===== src/rtl/cordic_tanh_act_if.sv =====
// Operand/result handshake bundle for cordic_tanh_act.
// master = upstream MAC / downstream consumer side, slave = activation stage.
interface cordic_tanh_act_if #(
  parameter int IN_W = 4,
  parameter int W    = 16
);
  logic            in_valid;
  logic            in_ready;
  logic [IN_W-1:0] in_data;
  logic            out_valid;
  logic            out_ready;
  logic [W-1:0]    out_data;
  logic            sat;

  modport master (
    output in_valid, in_data, out_ready,
    input  in_ready, out_valid, out_data, sat
  );

  modport slave (
    input  in_valid, in_data, out_ready,
    output in_ready, out_valid, out_data, sat
  );
endinterface


===== src/rtl/cordic_tanh_act.sv =====
// Iterative CORDIC tanh: hyperbolic rotation (sinh, cosh) then linear vectoring (y/x).
// Define ACT_SIGMOID_EN to compute sigmoid(x) = 0.5 + 0.5*tanh(x/2) instead.
module cordic_tanh_act #(
  parameter int IN_W = 4,
  parameter int IN_Q = 0,
  parameter int W    = 16,
  parameter int F    = 12,
  parameter int ITER = 12
) (
  input logic              clk,
  input logic              reset,
  cordic_tanh_act_if.slave bus
);

  localparam int CW = $clog2(ITER + 2);
  localparam logic signed [W-1:0] ONE = W'(1 << F);

  typedef enum logic [2:0] {IDLE, LOAD, HROT, LDIV, DONE} state_t;

  state_t                 state;
  logic signed [IN_W-1:0] acc;
  logic signed [W-1:0]    x_r, y_r, z_r;
  logic [CW-1:0]          i;
  logic                   rep;
  logic                   out_valid, sat;
  logic signed [W-1:0]    out_data;

  logic signed [W-1:0] x_sh, y_sh, x_h, y_h, z_h, y_l, z_l, res;
  logic signed [W-1:0] x_in, x_pre, x_clamped;
  logic                clamp_hit;

  // atanh(2^-k) held at 16 fractional bits, truncated down to F bits (F <= 16)
  function automatic logic signed [W-1:0] atanh_rom(input logic [CW-1:0] k);
    logic [31:0] q16;
    case (int'(k))
      1:       q16 = 32'd35999;
      2:       q16 = 32'd16738;
      3:       q16 = 32'd8235;
      4:       q16 = 32'd4101;
      5:       q16 = 32'd2048;
      6:       q16 = 32'd1024;
      7:       q16 = 32'd512;
      8:       q16 = 32'd256;
      9:       q16 = 32'd128;
      10:      q16 = 32'd64;
      11:      q16 = 32'd32;
      12:      q16 = 32'd16;
      default: q16 = '0;
    endcase
    return W'(q16 >> (16 - F));
  endfunction

  always_comb begin
    x_sh = x_r >>> i;
    y_sh = y_r >>> i;
    // Rotation: drive z toward zero, z >= 0 counts as positive
    x_h  = !z_r[W-1] ? x_r + y_sh : x_r - y_sh;
    y_h  = !z_r[W-1] ? y_r + x_sh : y_r - x_sh;
    z_h  = !z_r[W-1] ? z_r - atanh_rom(i) : z_r + atanh_rom(i);
    // Vectoring: drive y toward zero, z accumulates y/x
    y_l  = !y_r[W-1] ? y_r - x_sh : y_r + x_sh;
    z_l  = !y_r[W-1] ? z_r + (ONE >>> i) : z_r - (ONE >>> i);

    x_in = {{(W-IN_W){acc[IN_W-1]}}, acc};
    x_in = x_in <<< (F - IN_Q);
`ifdef ACT_SIGMOID_EN
    x_pre = x_in >>> 1;
    res   = (z_l >>> 1) + (ONE >>> 1);
`else
    x_pre = x_in;
    res   = z_l;
`endif
    clamp_hit = (x_pre > ONE) || (x_pre < -ONE);
    if (x_pre > ONE)       x_clamped = ONE;
    else if (x_pre < -ONE) x_clamped = -ONE;
    else                   x_clamped = x_pre;
  end

  always_ff @(posedge clk or posedge reset) begin
    if (reset) begin
      state     <= IDLE;
      acc       <= '0;
      x_r       <= '0;
      y_r       <= '0;
      z_r       <= '0;
      i         <= '0;
      rep       <= 1'b0;
      out_valid <= 1'b0;
      out_data  <= '0;
      sat       <= 1'b0;
    end else begin
      case (state)
        IDLE: if (bus.in_valid) begin
          acc   <= bus.in_data;
          state <= LOAD;
        end
        LOAD: begin
          x_r   <= ONE;
          y_r   <= '0;
          z_r   <= x_clamped;
          sat   <= clamp_hit;
          i     <= CW'(1);
          rep   <= 1'b0;
          state <= HROT;
        end
        HROT: begin
          x_r <= x_h;
          y_r <= y_h;
          z_r <= z_h;
          // Index 4 runs twice so the hyperbolic sequence converges
          if (i == CW'(4) && !rep) begin
            rep <= 1'b1;
          end else if (i == CW'(ITER)) begin
            z_r   <= '0;
            i     <= '0;
            state <= LDIV;
          end else begin
            i <= i + CW'(1);
          end
        end
        LDIV: begin
          y_r <= y_l;
          z_r <= z_l;
          if (i == CW'(ITER - 1)) begin
            out_data  <= res;
            out_valid <= 1'b1;
            i         <= '0;
            state     <= DONE;
          end else begin
            i <= i + CW'(1);
          end
        end
        DONE: if (bus.out_ready) begin
          out_valid <= 1'b0;
          state     <= IDLE;
        end
        default: state <= IDLE;
      endcase
    end
  end

  assign bus.in_ready  = (state == IDLE);
  assign bus.out_valid = out_valid;
  assign bus.out_data  = out_data;
  assign bus.sat       = sat;

endmodule

===== src/flat_wrapper.sv =====
// flat-port wrapper written by rule: the top's interface ports become plain ports
module cordic_tanh_act_flat 
#(
  parameter int IN_W = 4,
  parameter int IN_Q = 0,
  parameter int W    = 16,
  parameter int F    = 12,
  parameter int ITER = 12
)
  (clk, reset, bus_in_valid, bus_in_data, bus_out_ready, bus_in_ready, bus_out_valid, bus_out_data, bus_sat);
  cordic_tanh_act_if #(.IN_W(IN_W), .W(W)) bus_i ();
  input logic clk;
  input logic reset;
  input wire logic [$bits(bus_i.in_valid)-1:0] bus_in_valid;
  input wire logic [$bits(bus_i.in_data)-1:0] bus_in_data;
  input wire logic [$bits(bus_i.out_ready)-1:0] bus_out_ready;
  output wire logic [$bits(bus_i.in_ready)-1:0] bus_in_ready;
  output wire logic [$bits(bus_i.out_valid)-1:0] bus_out_valid;
  output wire logic [$bits(bus_i.out_data)-1:0] bus_out_data;
  output wire logic [$bits(bus_i.sat)-1:0] bus_sat;
  assign bus_i.in_valid = bus_in_valid;
  assign bus_i.in_data = bus_in_data;
  assign bus_i.out_ready = bus_out_ready;
  assign bus_in_ready = bus_i.in_ready;
  assign bus_out_valid = bus_i.out_valid;
  assign bus_out_data = bus_i.out_data;
  assign bus_sat = bus_i.sat;
  cordic_tanh_act #(.IN_W(IN_W), .IN_Q(IN_Q), .W(W), .F(F), .ITER(ITER)) u_core (.clk(clk), .reset(reset), .bus(bus_i));
endmodule

===== config.mk =====
export PLATFORM = sky130hd
export DESIGN_NAME = cordic_tanh_act_flat
export DESIGN_NICKNAME = d
export VERILOG_FILES = /design/src/rtl/cordic_tanh_act_if.sv /design/src/rtl/cordic_tanh_act.sv /design/src/flat_wrapper.sv
export SDC_FILE = /design/constraint.sdc
export NUM_CORES = 1
export LEC_CHECK = 0
export BUFFER_PORTS_ARGS = -buffer_cell sky130_fd_sc_hd__buf_2
export CAP_MARGIN = 25
export CORE_ASPECT_RATIO = 1.75
export CORE_MARGIN = 1.5
export CORE_UTILIZATION = 59
export DETAILED_ROUTE_END_ITERATION = 8
export PLACE_DENSITY = 0.79
export SLEW_MARGIN = 20
export SYNTH_ARGS = -nofsm -noshare
export SYNTH_HDL_FRONTEND = slang
export SYNTH_SLANG_ARGS = --single-unit

===== constraint.sdc =====
create_clock -name clk -period 5.3 [get_ports clk]
set_clock_uncertainty 0.15 [all_clocks]
set_input_delay 1.06 -clock clk [delete_from_list [all_inputs] [get_ports clk]]
set_output_delay 1.06 -clock clk [all_outputs]
set_load 0.1 [all_outputs]

==> qor.csv, run 1 <==
stage;metric;value;unit
yosys;Post-synth EDFFs;0;
yosys;synthesized area per cell;8.09;um2
clock_network;H-tree lvl count;3;
yosys;Post-Syn Nets;1248;
cells_and_area;Final nets;1268;
detailed_routing;Routed Antenna Nets;0;
setup_path;Worst Setup End Kind;flip-flop;
cells_and_area;Antenna Cells;0;
clock_network;CTS root buf;clkbuf_16;
setup_path;Critical-path top delay cell;mux4_2;
setup_path;crit path kind;flip-flop to flip-flop;
yosys;Seq/Total Area, Yosys;21.1;%
timing;max_slew headroom;24.2;%
setup_path;CP cell instances;buf_4, mux4_1, mux4_2, nor4_4, and3_4, a21oi_1, xnor2_1, ha_1, a21o_1, a21oi_1, o21bai_1, a31oi_2, o21bai_1, a2111oi_2, nor3_1, xnor3_1, a22o_1;
cells_and_area;Layout fillers;1387;
global_routing;first-pass GRT wire length;43800;um
yosys;Yosys top cell area share;21.1;%
place;GPL Wtd Cong;0.955;
setup_path;Arrival @ worst endpoint;5.10;ns
yosys;Gate Count Post-Synth;1141;
floorplanning;I/O Pins;27;
detailed_routing;via count;8924;
setup_path;kind of cell adding the most delay to the critical path;compound AO/OA/AOI/OAI gates;
yosys;Synth cell types;74;
detailed_routing;drt wl/cell;20.1;um
clock_network;register clock-pin slew on the reported worst setup and hold paths;0.07;ns
global_routing;total grt overflow;0;
floorplanning;core area;15300;um2
timing;actual slew at the worst max-slew pin;1.13;ns
detailed_routing;vias per std cell;6.61;
place;port bufs;26;
global_routing;largest net degree at the start of global routing;41;
yosys;cell taking the most area after synthesis;dfrtp_1;
detailed_routing;initial drt markers;541;
setup_path;worst stage delay on the critical path;0.58;ns
setup_path;Worst setup SP type;flip-flop;
setup_path;CP Buf/Inv Count;1;
setup_path;Max FO, Critical Path;12;
timing;fmax;0.200;GHz
flow_run;Max Cap Violations;0;
clock_network;cts bufs inserted;9;
global_routing;number of global-route vias before repair;8988;
clock_network;# hold bufs at CTS;0;
floorplanning;Initial Util;60.3;%
timing;RSZ-0062 raised after global routing;false;
timing;Period Utilization, post-route;94.6;%
timing;final hold vios;0;
detailed_routing;post-route DRC violation count;0;
global_routing;GRT Util Overall;33.3;%
setup_path;CP Data Required Time;5.39;ns
place;DP HPWL;20400;um
yosys;Top FF cell, synth;dfrtp_1;
clock_network;clock sink total;78;
timing;setup TNS;0;ns
clock_network;CTS tree;yes;
cells_and_area;layout cell share with drive strength beyond 1;11.6;%
timing;Setup Viol. Count Final;0;
yosys;Synth Cell Area;9230;um2
floorplanning;DIE HEIGHT;168;um
floorplanning;DIE AREA;16400;um2
yosys;Yosys warnings;0;
global_routing;initial antenna violation count;0;
yosys;Synth async-reset ratio;100;%
floorplanning;overall die width;97.5;um
floorplanning;Site Rows;60;
status;outcome;finished, final reports clean;
clock_network;worst skew pair latency;0.35;ns
min_path;HP Class;flip-flop to flip-flop;
timing;Slew Viols, Final;0;
yosys;Area contributors post-synth;dfrtp_1 (21%), ha_1 (13%), o21ai_0 (5.3%), a21oi_1 (5.2%), nand2_1 (4.6%);
detailed_routing;DRT Pass-1 Iters;5;
cells_and_area;synth-to-layout area growth;7.92;%
timing;post-route minimum period;5.01;ns
detailed_routing;Detailed Route WL;27200;um
clock_network;CTS max path bufs;2;
yosys;register bit total from synthesis;78;
## worst register-to-register path: stages (launching register included)
cell	delay, ns
dfrtp_2	0.51
buf_4	0.20
mux4_1	0.55
mux4_2	0.58
nor4_4	0.29
and3_4	0.26
a21oi_1	0.08
xnor2_1	0.16
ha_1	0.34
a21o_1	0.20
a21oi_1	0.14
o21bai_1	0.10
a31oi_2	0.20
o21bai_1	0.12
a2111oi_2	0.37
nor3_1	0.10
xnor3_1	0.35
a22o_1	0.20
## sequential cells by signal (all words and copies together) (netlist names)
name / cells
u_core.z_r: 16
u_core.i: 4
u_core.state: 3
u_core.bus.out_valid: 1
u_core.bus.sat: 1
u_core.bus.out_data: 16
u_core.acc: 4
u_core.y_r: 16
u_core.x_r: 16
u_core.rep: 1
## routing by layer
| layer | routed length (um) | GRT usage (%) | share of wire [%] | vias to the layer above |
|---|---|---|---|---|
| met4 | 2560 | 28.0 | 9.4 | 0 |
| met1 | 9390 | 32.8 | 35 | 4217 |
| li1 | - | - | - | 4208 |
| met2 | 14200 | 61.1 | 52 | 341 |
| met3 | 1080 | 4.05 | 4.0 | 158 |
| met5 | 0 | 0 | 0 | - |
## repair_timing
item	4_1_cts	5_1_grt
buffers inserted	0	2
resized for setup	0	10
endpoints found under the setup margin	0	5
## area by class of cell
type                            instances  area (um2)  area share (%)
Clock buffer                            9         225            2.26
Multi-Input combinational cell        937        6770            68.0
Tap cell                              186         233            2.34
Inverter                               68         256            2.58
Timing Repair Buffer                   67         458            4.60
Sequential cell                        78        1950            19.6
Clock inverter                          6        63.8           0.641
## cells in the final DEF (no fill, tap or decap), types with 13 or more instances in the layout
cell type | synthesis | final
inv_1 | 65 | 64
xor2_1 | 25 | 25
a211oi_1 | 13 | 13
o21a_1 | 13 | 13
buf_2 | 1 | 26
a31oi_1 | 15 | 14
mux2i_1 | 24 | 23
buf_4 | 1 | 39
xnor2_1 | 39 | 39
nor3_1 | 31 | 31
nor2_1 | 103 | 103
nand2_1 | 114 | 114
a21oi_1 | 95 | 94
ha_1 | 94 | 94
o21ai_0 | 97 | 94
a21o_1 | 17 | 17
nor2b_1 | 17 | 16
mux2_2 | 23 | 23
nand2b_1 | 14 | 14
dfrtp_1 | 78 | 77
## cells in the mapped netlist, types with 5 or more instances
cell type,count
o31ai_1,10
mux2_2,23
a2111oi_0,5
a221o_1,10
or3_1,12
nor3_1,31
or2_2,5
o211ai_1,5
o22ai_1,9
clkbuf_1,44
fa_1,5
mux4_1,10
buf_6,7
a211oi_1,13
o221ai_1,10
xnor2_1,39
o21ai_0,97
nor2_1,103
nand2_1,114
mux4_2,8
o21bai_1,11
a22o_1,9
a31oi_1,15
a21o_1,17
nor2b_1,17
xor2_1,25
ha_1,94
dfrtp_1,78
and2_1,8
a22oi_1,12
a21oi_1,95
o21a_1,13
a21boi_0,5
buf_1,5
mux2i_1,24
inv_1,65
and3_1,5
nand2b_1,14
nand3_1,11
## stage by stage
| step | hold WS, ns | cells | setup slack (ns) | cell area (um2) | util, % |
|---|---|---|---|---|---|
| finish | 0.339 | 1351 | 0.288 | 9960 | 65.0 |
| global route | 0.350 | 1351 | 0.0134 | 9960 | 65.0 |
| CTS | 0.337 | 1349 | 0.0454 | 9920 | 64.8 |
| detailed placement | 0.320 | 1334 | 0.0876 | 9630 | 62.9 |
| global placement | 0.311 | 1332 | 0.141 | 9610 | 62.7 |
| floorplan | 0.321 | 1141 | 0.150 | 9230 | - |
## worst paths after layout
path	slack [ns]	start	cells after the start	endpoint
max	0.29	u_core.i[0]	17	u_core.x_r[15]
min	0.34	u_core.bus.out_data[1]	2	u_core.bus.out_data[1]
max reg2reg	0.29	u_core.i[0]	17	u_core.x_r[15]
min reg2reg	0.34	u_core.bus.out_data[1]	2	u_core.bus.out_data[1]
max in group asynchronous	3.33	reset	3	u_core.i[0]
min in group asynchronous	0.64	reset	2	u_core.z_r[14]
## cell families after synthesis
logic type / Yosys count / synth area share [%]
buffers and inverters: 126 / 5.75
DFF: 78 / 21.1
muxes: 65 / 10.2
and+or+nand+nor: 339 / 17.0
AOI/OAI and AO/OA: 369 / 25.8
adders and majority gates: 99 / 13.8
xor gates and xnor gates: 65 / 6.32
Power of run 1 is not shown: default switching activity piles up to over one toggle a cycle in this logic, so the estimate is an artifact.
==> inputs of run 2 (changes only) <==
--- a/config.mk
+++ b/config.mk
@@ -12,6 +12,7 @@
 export CORE_UTILIZATION = 59
 export DETAILED_ROUTE_END_ITERATION = 8
 export PLACE_DENSITY = 0.79
+export SETUP_SLACK_MARGIN = 0.3
 export SLEW_MARGIN = 20
 export SYNTH_ARGS = -nofsm -noshare
 export SYNTH_HDL_FRONTEND = slang
==> constraint.sdc (replaced) <==
create_clock -name clk -period 5.3 [get_ports clk]
set_clock_uncertainty 0.15 [all_clocks]
set_input_delay 0.53 -clock clk [delete_from_list [all_inputs] [get_ports clk]]
set_output_delay 0.53 -clock clk [all_outputs]
set_load 0.1 [all_outputs]
==> run 2 against run 1 <==
  * Via count increased by 0.29%
  * Setup slack improved by 0.21 ns
  * Flip-flop and latch count unchanged
  * Global-route usage increased by 0.32 points
  * Sequential share of layout area decreased by 0.26 points
  * Critical path type unchanged
  * Hold slack got worse by 0.13 ns
  * Fmax increased by 4.5%
  * Design area increased by 1.4%
  * Critical path depth unchanged
  * Non-clock buffer count increased by 7
  * Register-to-register slack improved by 0.21 ns
  * First-iteration DRC count increased by 7.0%
==> qor.csv, run 2 (same netlist as run 1, synthesis figures left out) <==
stage;metric;value;unit
status;outcome;finished, final reports clean;
detailed_routing;via count;8950;
detailed_routing;initial drt markers;579;
cells_and_area;Antenna Cells;0;
global_routing;first-pass GRT wire length;43900;um
setup_path;Critical-path top delay cell;mux4_1;
place;port bufs;26;
global_routing;initial antenna violation count;0;
setup_path;CP cell instances;buf_4, mux4_1, mux4_2, nor4_4, and3_4, a21oi_1, xnor2_1, ha_1, a21o_1, a21oi_2, o21bai_1, a31oi_1, o21bai_1, a2111oi_2, nor3_1, xnor3_1, a22o_1;
floorplanning;Site Rows;60;
timing;post-route minimum period;4.80;ns
clock_network;worst skew pair latency;0.35;ns
timing;Setup Viol. Count Final;0;
detailed_routing;post-route DRC violation count;0;
timing;setup TNS;0;ns
detailed_routing;Routed Antenna Nets;0;
detailed_routing;vias per std cell;6.59;
detailed_routing;drt wl/cell;20.4;um
clock_network;H-tree lvl count;3;
timing;max_slew headroom;26.8;%
place;DP HPWL;20500;um
clock_network;cts bufs inserted;9;
global_routing;largest net degree at the start of global routing;79;
setup_path;worst stage delay on the critical path;0.59;ns
timing;Period Utilization, post-route;90.5;%
timing;final hold vios;0;
setup_path;R2R Path End;u_core.x_r[15];
floorplanning;DIE AREA;16400;um2
global_routing;GRT Util Overall;33.6;%
setup_path;R2R setup slack;0.50;ns
clock_network;clock sink total;78;
floorplanning;Initial Util;60.3;%
floorplanning;I/O Pins;27;
setup_path;Arrival @ worst endpoint;4.88;ns
timing;actual slew at the worst max-slew pin;1.09;ns
cells_and_area;synth-to-layout area growth;9.39;%
setup_path;Worst setup SP type;flip-flop;
setup_path;Most common cell on crit path;o21bai_1;
floorplanning;core area;15300;um2
detailed_routing;DRT Pass-1 Iters;5;
floorplanning;DIE HEIGHT;168;um
setup_path;CP Data Required Time;5.38;ns
timing;RSZ-0062 raised after global routing;true;
floorplanning;overall die width;97.5;um
setup_path;RR Startpoint;u_core.i[0];
cells_and_area;Layout fillers;1327;
cells_and_area;Final nets;1275;
clock_network;CTS max path bufs;2;
min_path;HP Class;primary input to asynchronous set/reset pin;
global_routing;number of global-route vias before repair;8970;
clock_network;# hold bufs at CTS;0;
timing;fmax;0.208;GHz
setup_path;crit path kind;flip-flop to flip-flop;
detailed_routing;Detailed Route WL;27700;um
cells_and_area;commonest non-fill, non-tap cell in the layout;nand2_1;
setup_path;reg2reg path depth;17;
global_routing;total grt overflow;0;
cells_and_area;layout cell share with drive strength beyond 1;13.5;%
clock_network;CTS tree;yes;
setup_path;beginning of the critical path;u_core.i[0];
timing;Slew Viols, Final;0;
setup_path;Max FO, Critical Path;8;
cells_and_area;commonest cells after routing, fill and taps aside;nand2_1 (114), nor2_1 (103), o21ai_0 (92), a21oi_1 (92), ha_1 (92);
place;GPL Wtd Cong;0.967;
flow_run;Max Cap Violations;0;
setup_path;Worst Setup End Kind;flip-flop;
timing;Fin Hold WS;0.212;ns
clock_network;CTS root buf;clkbuf_16;
setup_path;Critical Path Sink;u_core.x_r[15];
clock_network;register clock-pin slew on the reported worst setup and hold paths;0.07;ns
==> run 2: cell types whose count changed in the layout (fill, tap and decap cells not counted), moves of 3 or more <==
cell / change
buf_4: +5
mux4_2: +5
mux4_1: -5
a2111oi_2: +3
==> run 2: critical path: cells and delay by family (launching register included) <==
kind                       cells  cell delay [ns]
buffers and inverters          1             0.15
xor gates and xnor gates       2             0.51
muxes                          2             1.12
AOI/OAI and AO/OA              8             1.37
and+or+nand+nor                3             0.58
adders and majority gates      1             0.34
DFF                            1             0.45
==> run 2: layout make-up <==
type | count | area, um2 | share of cell area, %
Inverter | 68 | 260 | 2.58
Timing Repair Buffer | 74 | 518 | 5.13
Clock inverter | 6 | 92.6 | 0.917
Tap cell | 186 | 233 | 2.31
Sequential cell | 78 | 1950 | 19.3
Multi-Input combinational cell | 937 | 6800 | 67.4
Clock buffer | 10 | 239 | 2.37
==> run 2: repair_timing <==
item | CTS | global route
setup buffers | 4 | 7
hold endpoints to repair | 0 | 0
endpoints found under the setup margin | 5 | 9
pin swaps | 0 | 6
gates resized for setup | 4 | 27
==> run 2: worst min-delay path by stage <==
stage | to | start | cells after the start
after floorplan | u_core.x_r[0] | u_core.x_r[0] | 2
after global routing | u_core.acc[0] | bus_in_data[0] | 2
final | u_core.acc[2] | reset | 3
after CTS | u_core.acc[3] | bus_in_data[3] | 3
after global placement | u_core.bus.out_data[13] | u_core.bus.out_data[13] | 2
after detailed placement | u_core.bus.out_data[1] | u_core.bus.out_data[1] | 2
==> run 2: layer usage <==
metal / vias up / routed length [um] / GRT usage [%]
met5: - / 0 / 0
met3: 125 / 1080 / 3.76
met2: 359 / 15000 / 63.2
met4: 0 / 2070 / 25.5
met1: 4247 / 9540 / 33.2
li1: 4219 / - / -
==> run 2: metrics by stage <==
stage	std cells	area, um2	worst slack, ns	utilization, %
4_1_cts	1352	9980	0.305	65.2
5_1_grt	1359	10100	0.148	65.9
3_5_place_dp	1332	9620	0.0575	62.8
2_1_floorplan	1141	9230	0.387	-
3_3_place_gp	1331	9600	0.156	62.7
6_report	1359	10100	0.501	65.9
Power of run 2 is left out for the same reason.
==> inputs of run 3 (changes only) <==
--- a/config.mk
+++ b/config.mk
@@ -5,6 +5,7 @@
 export SDC_FILE = /design/constraint.sdc
 export NUM_CORES = 1
 export LEC_CHECK = 0
+export ABC_AREA = 1
 export BUFFER_PORTS_ARGS = -buffer_cell sky130_fd_sc_hd__buf_2
 export CAP_MARGIN = 25
 export CORE_ASPECT_RATIO = 1.75
==> run 3 against run 2 <==
  * Fmax increased by 6.4%
  * Non-clock buffer count down 40
  * Die area up 1.6%
  * Register-to-register slack better by 0.29 ns
  * Sequential share of layout area up 0.50 points
  * Global-route usage is 1.6 points higher
  * Setup slack better by 0.29 ns
==> qor.csv, run 3 <==
stage;metric;value;unit
yosys;Post-synth EDFFs;0;
detailed_routing;via count;9743;
detailed_routing;initial drt markers;555;
floorplanning;Site Rows;60;
timing;setup TNS;0;ns
place;DP Area;9560;um2
timing;final hold vios;0;
yosys;Top FF cell, synth;dfrtp_1;
detailed_routing;drt wl/cell;17.6;um
global_routing;largest net degree at the start of global routing;50;
setup_path;Worst Setup End Kind;flip-flop;
global_routing;initial antenna violation count;0;
place;DP HPWL;23200;um
setup_path;CP Buf/Inv Count;2;
setup_path;CP Data Required Time;5.39;ns
yosys;cell taking the most area after synthesis;dfrtp_1;
cells_and_area;fin area;9840;um2
setup_path;Critical-path top delay cell;dfrtp_1;
clock_network;H-tree lvl count;3;
timing;final worst-path setup slack;0.791;ns
detailed_routing;post-route DRC violation count;0;
yosys;Synth Cell Area;9380;um2
clock_network;register clock-pin slew on the reported worst setup and hold paths;0.07;ns
yosys;top-count cell post-synth;nand2_1;
min_path;HP Class;primary input to asynchronous set/reset pin;
clock_network;clock sink total;78;
detailed_routing;vias per std cell;5.88;
cells_and_area;commonest cells after routing, fill and taps aside;nand2_1 (361), inv_1 (187), o21ai_0 (137);
clock_network;setup bufs post-CTS;0;
yosys;Seq/Total Area, Yosys;20.8;%
cells_and_area;Final nets;1573;
yosys;Post-Syn Nets;1576;
floorplanning;Initial Util;60.6;%
timing;max_slew headroom;46.1;%
yosys;Yosys top cell area share;20.8;%
detailed_routing;DRT Pass-1 Iters;6;
setup_path;crit path kind;flip-flop to flip-flop;
yosys;Area contributors post-synth;dfrtp_1 (21%), nand2_1 (14%), ha_1 (13%), inv_1 (7.5%), o21ai_0 (7.3%);
clock_network;worst skew pair latency;0.35;ns
yosys;Synth async-reset ratio;100;%
place;port bufs;26;
floorplanning;core area;15500;um2
setup_path;Arrival @ worst endpoint;4.60;ns
timing;fmax;0.222;GHz
place;GPL Wtd Cong;0.973;
floorplanning;overall die width;98.3;um
setup_path;worst stage delay on the critical path;0.69;ns
status;outcome;finished, final reports clean;
clock_network;# hold bufs at CTS;0;
timing;RSZ-0062 raised after global routing;false;
global_routing;GRT Util Overall;35.3;%
cells_and_area;commonest non-fill, non-tap cell in the layout;nand2_1;
timing;post-route minimum period;4.51;ns
detailed_routing;Routed Antenna Nets;0;
cells_and_area;layout cell share with drive strength beyond 1;7.34;%
yosys;synthesized area per cell;6.38;um2
global_routing;first-pass GRT wire length;46700;um
floorplanning;DIE HEIGHT;170;um
global_routing;total grt overflow;0;
setup_path;Worst setup SP type;flip-flop;
setup_path;kind of cell adding the most delay to the critical path;simple AND/OR/NAND/NOR gates;
yosys;Yosys warnings;0;
timing;Period Utilization, post-route;85.1;%
yosys;Gate Count Post-Synth;1469;
clock_network;CTS tree;yes;
floorplanning;DIE AREA;16700;um2
flow_run;Max Cap Violations;0;
timing;Slew Viols, Final;0;
yosys;Synth cell types;50;
clock_network;CTS max path bufs;2;
global_routing;number of global-route vias before repair;9573;
detailed_routing;Detailed Route WL;29200;um
setup_path;CP cell instances;inv_4, ha_1, nand2_1, nor2_1, nor2_2, ha_1, nand3_1, nor3_1, nand3_1, nor2_1, nor2_1, xnor2_1, ha_1, nand2_1, nor2_1, nand3_1, o21ai_0, a21oi_1, o21ai_0, nand3_1, o21ai_0, inv_1;
timing;Fin Hold WS;0.0719;ns
setup_path;Max FO, Critical Path;24;
yosys;synth cell count leaders;nand2_1 (361), inv_1 (188), o21ai_0 (137);
cells_and_area;Antenna Cells;0;
clock_network;cts bufs inserted;9;
timing;Setup Viol. Count Final;0;
yosys;register bit total from synthesis;78;
floorplanning;I/O Pins;27;
timing;actual slew at the worst max-slew pin;0.806;ns
place;pre-CTS setup slack;0.764;ns
clock_network;CTS root buf;clkbuf_16;
clock_network;number of gates resized after CTS;0;
cells_and_area;synth-to-layout area growth;4.94;%
-- run 3: changes by cell type in the layout (fill, tap and decap cells not counted), moves of 14 or more --
cell      before  now
nand2b_1      14    0
o21ai_0       92  137
xor2_1        25   40
nand2_1      114  361
mux2i_1       22    2
nor3_1        31   11
nor2b_1       17    0
inv_1         63  187
nand3_1       11  126
mux2_2        23    3
a21o_1        17    2
xnor2_1       39   14
buf_4         44    8
-- run 3: cells by family (layout without fill, tap and decap cells) --
family	count (synthesis)	in the layout	synth area share, %
AND/OR/NAND/NOR	659	659	29.9
AO/OA/AOI/OAI	321	321	19.2
buffers and inverters	253	255	10.9
adder cells (fa/ha/maj)	99	99	13.6
flip-flops	78	78	20.8
XOR/XNOR	54	54	5.04
multiplexers	5	5	0.574
-- run 3: per-layer routing --
layer / GRT usage (%) / vias to the layer above / routed length [um] / share of wire [%]
met5: 0 / - / 0 / 0
met2: 68.1 / 290 / 15800 / 54
met1: 33.7 / 4503 / 10200 / 35
li1: - / 4846 / - / -
met4: 24.8 / 0 / 2000 / 6.8
met3: 4.16 / 104 / 1110 / 3.8
-- run 3: cell type report --
class	instances	area, um2
Multi-Input combinational cell	1138	6410
Fill cell	1493	5630
Sequential cell	78	1950
Inverter	205	773
Tap cell	186	233
Clock buffer	9	225
Timing Repair Buffer	34	190
Clock inverter	7	57.6
-- run 3: path summary, 6_finish.rpt --
kind	depth (start not counted)	from	slack [ns]	end
max in group asynchronous	3	reset	3.85	u_core.i[2]
worst min-delay path	2	reset	0.07	u_core.x_r[11]
worst min register to register	2	u_core.bus.out_data[2]	0.32	u_core.bus.out_data[2]
worst max-delay path	22	u_core.i[0]	0.79	u_core.z_r[14]
min in group clk	2	bus_out_ready	0.24	u_core.state[2]
worst max register to register	22	u_core.i[0]	0.79	u_core.z_r[14]
-- run 3: through the flow --
stage,std cells,util (%)
final,1657,63.6
after global routing,1657,63.6
after CTS,1657,63.6
after detailed placement,1641,61.8
after global placement,1641,61.8
after floorplan,1469,-
-- run 3: worst register-to-register path, stage by stage, from the launching register on --
cell and delay [ns]:
dfrtp_1 0.69, inv_4 0.23, ha_1 0.30, nand2_1 0.12, nor2_1 0.12, nor2_2 0.19
ha_1 0.18, nand3_1 0.11, nor3_1 0.30, nand3_1 0.19, nor2_1 0.16, nor2_1 0.08
xnor2_1 0.17, ha_1 0.35, nand2_1 0.12, nor2_1 0.17, nand3_1 0.08, o21ai_0 0.23
a21oi_1 0.09, o21ai_0 0.16, nand3_1 0.11, o21ai_0 0.09, inv_1 0.05
Power of run 3 is left out for the same reason.
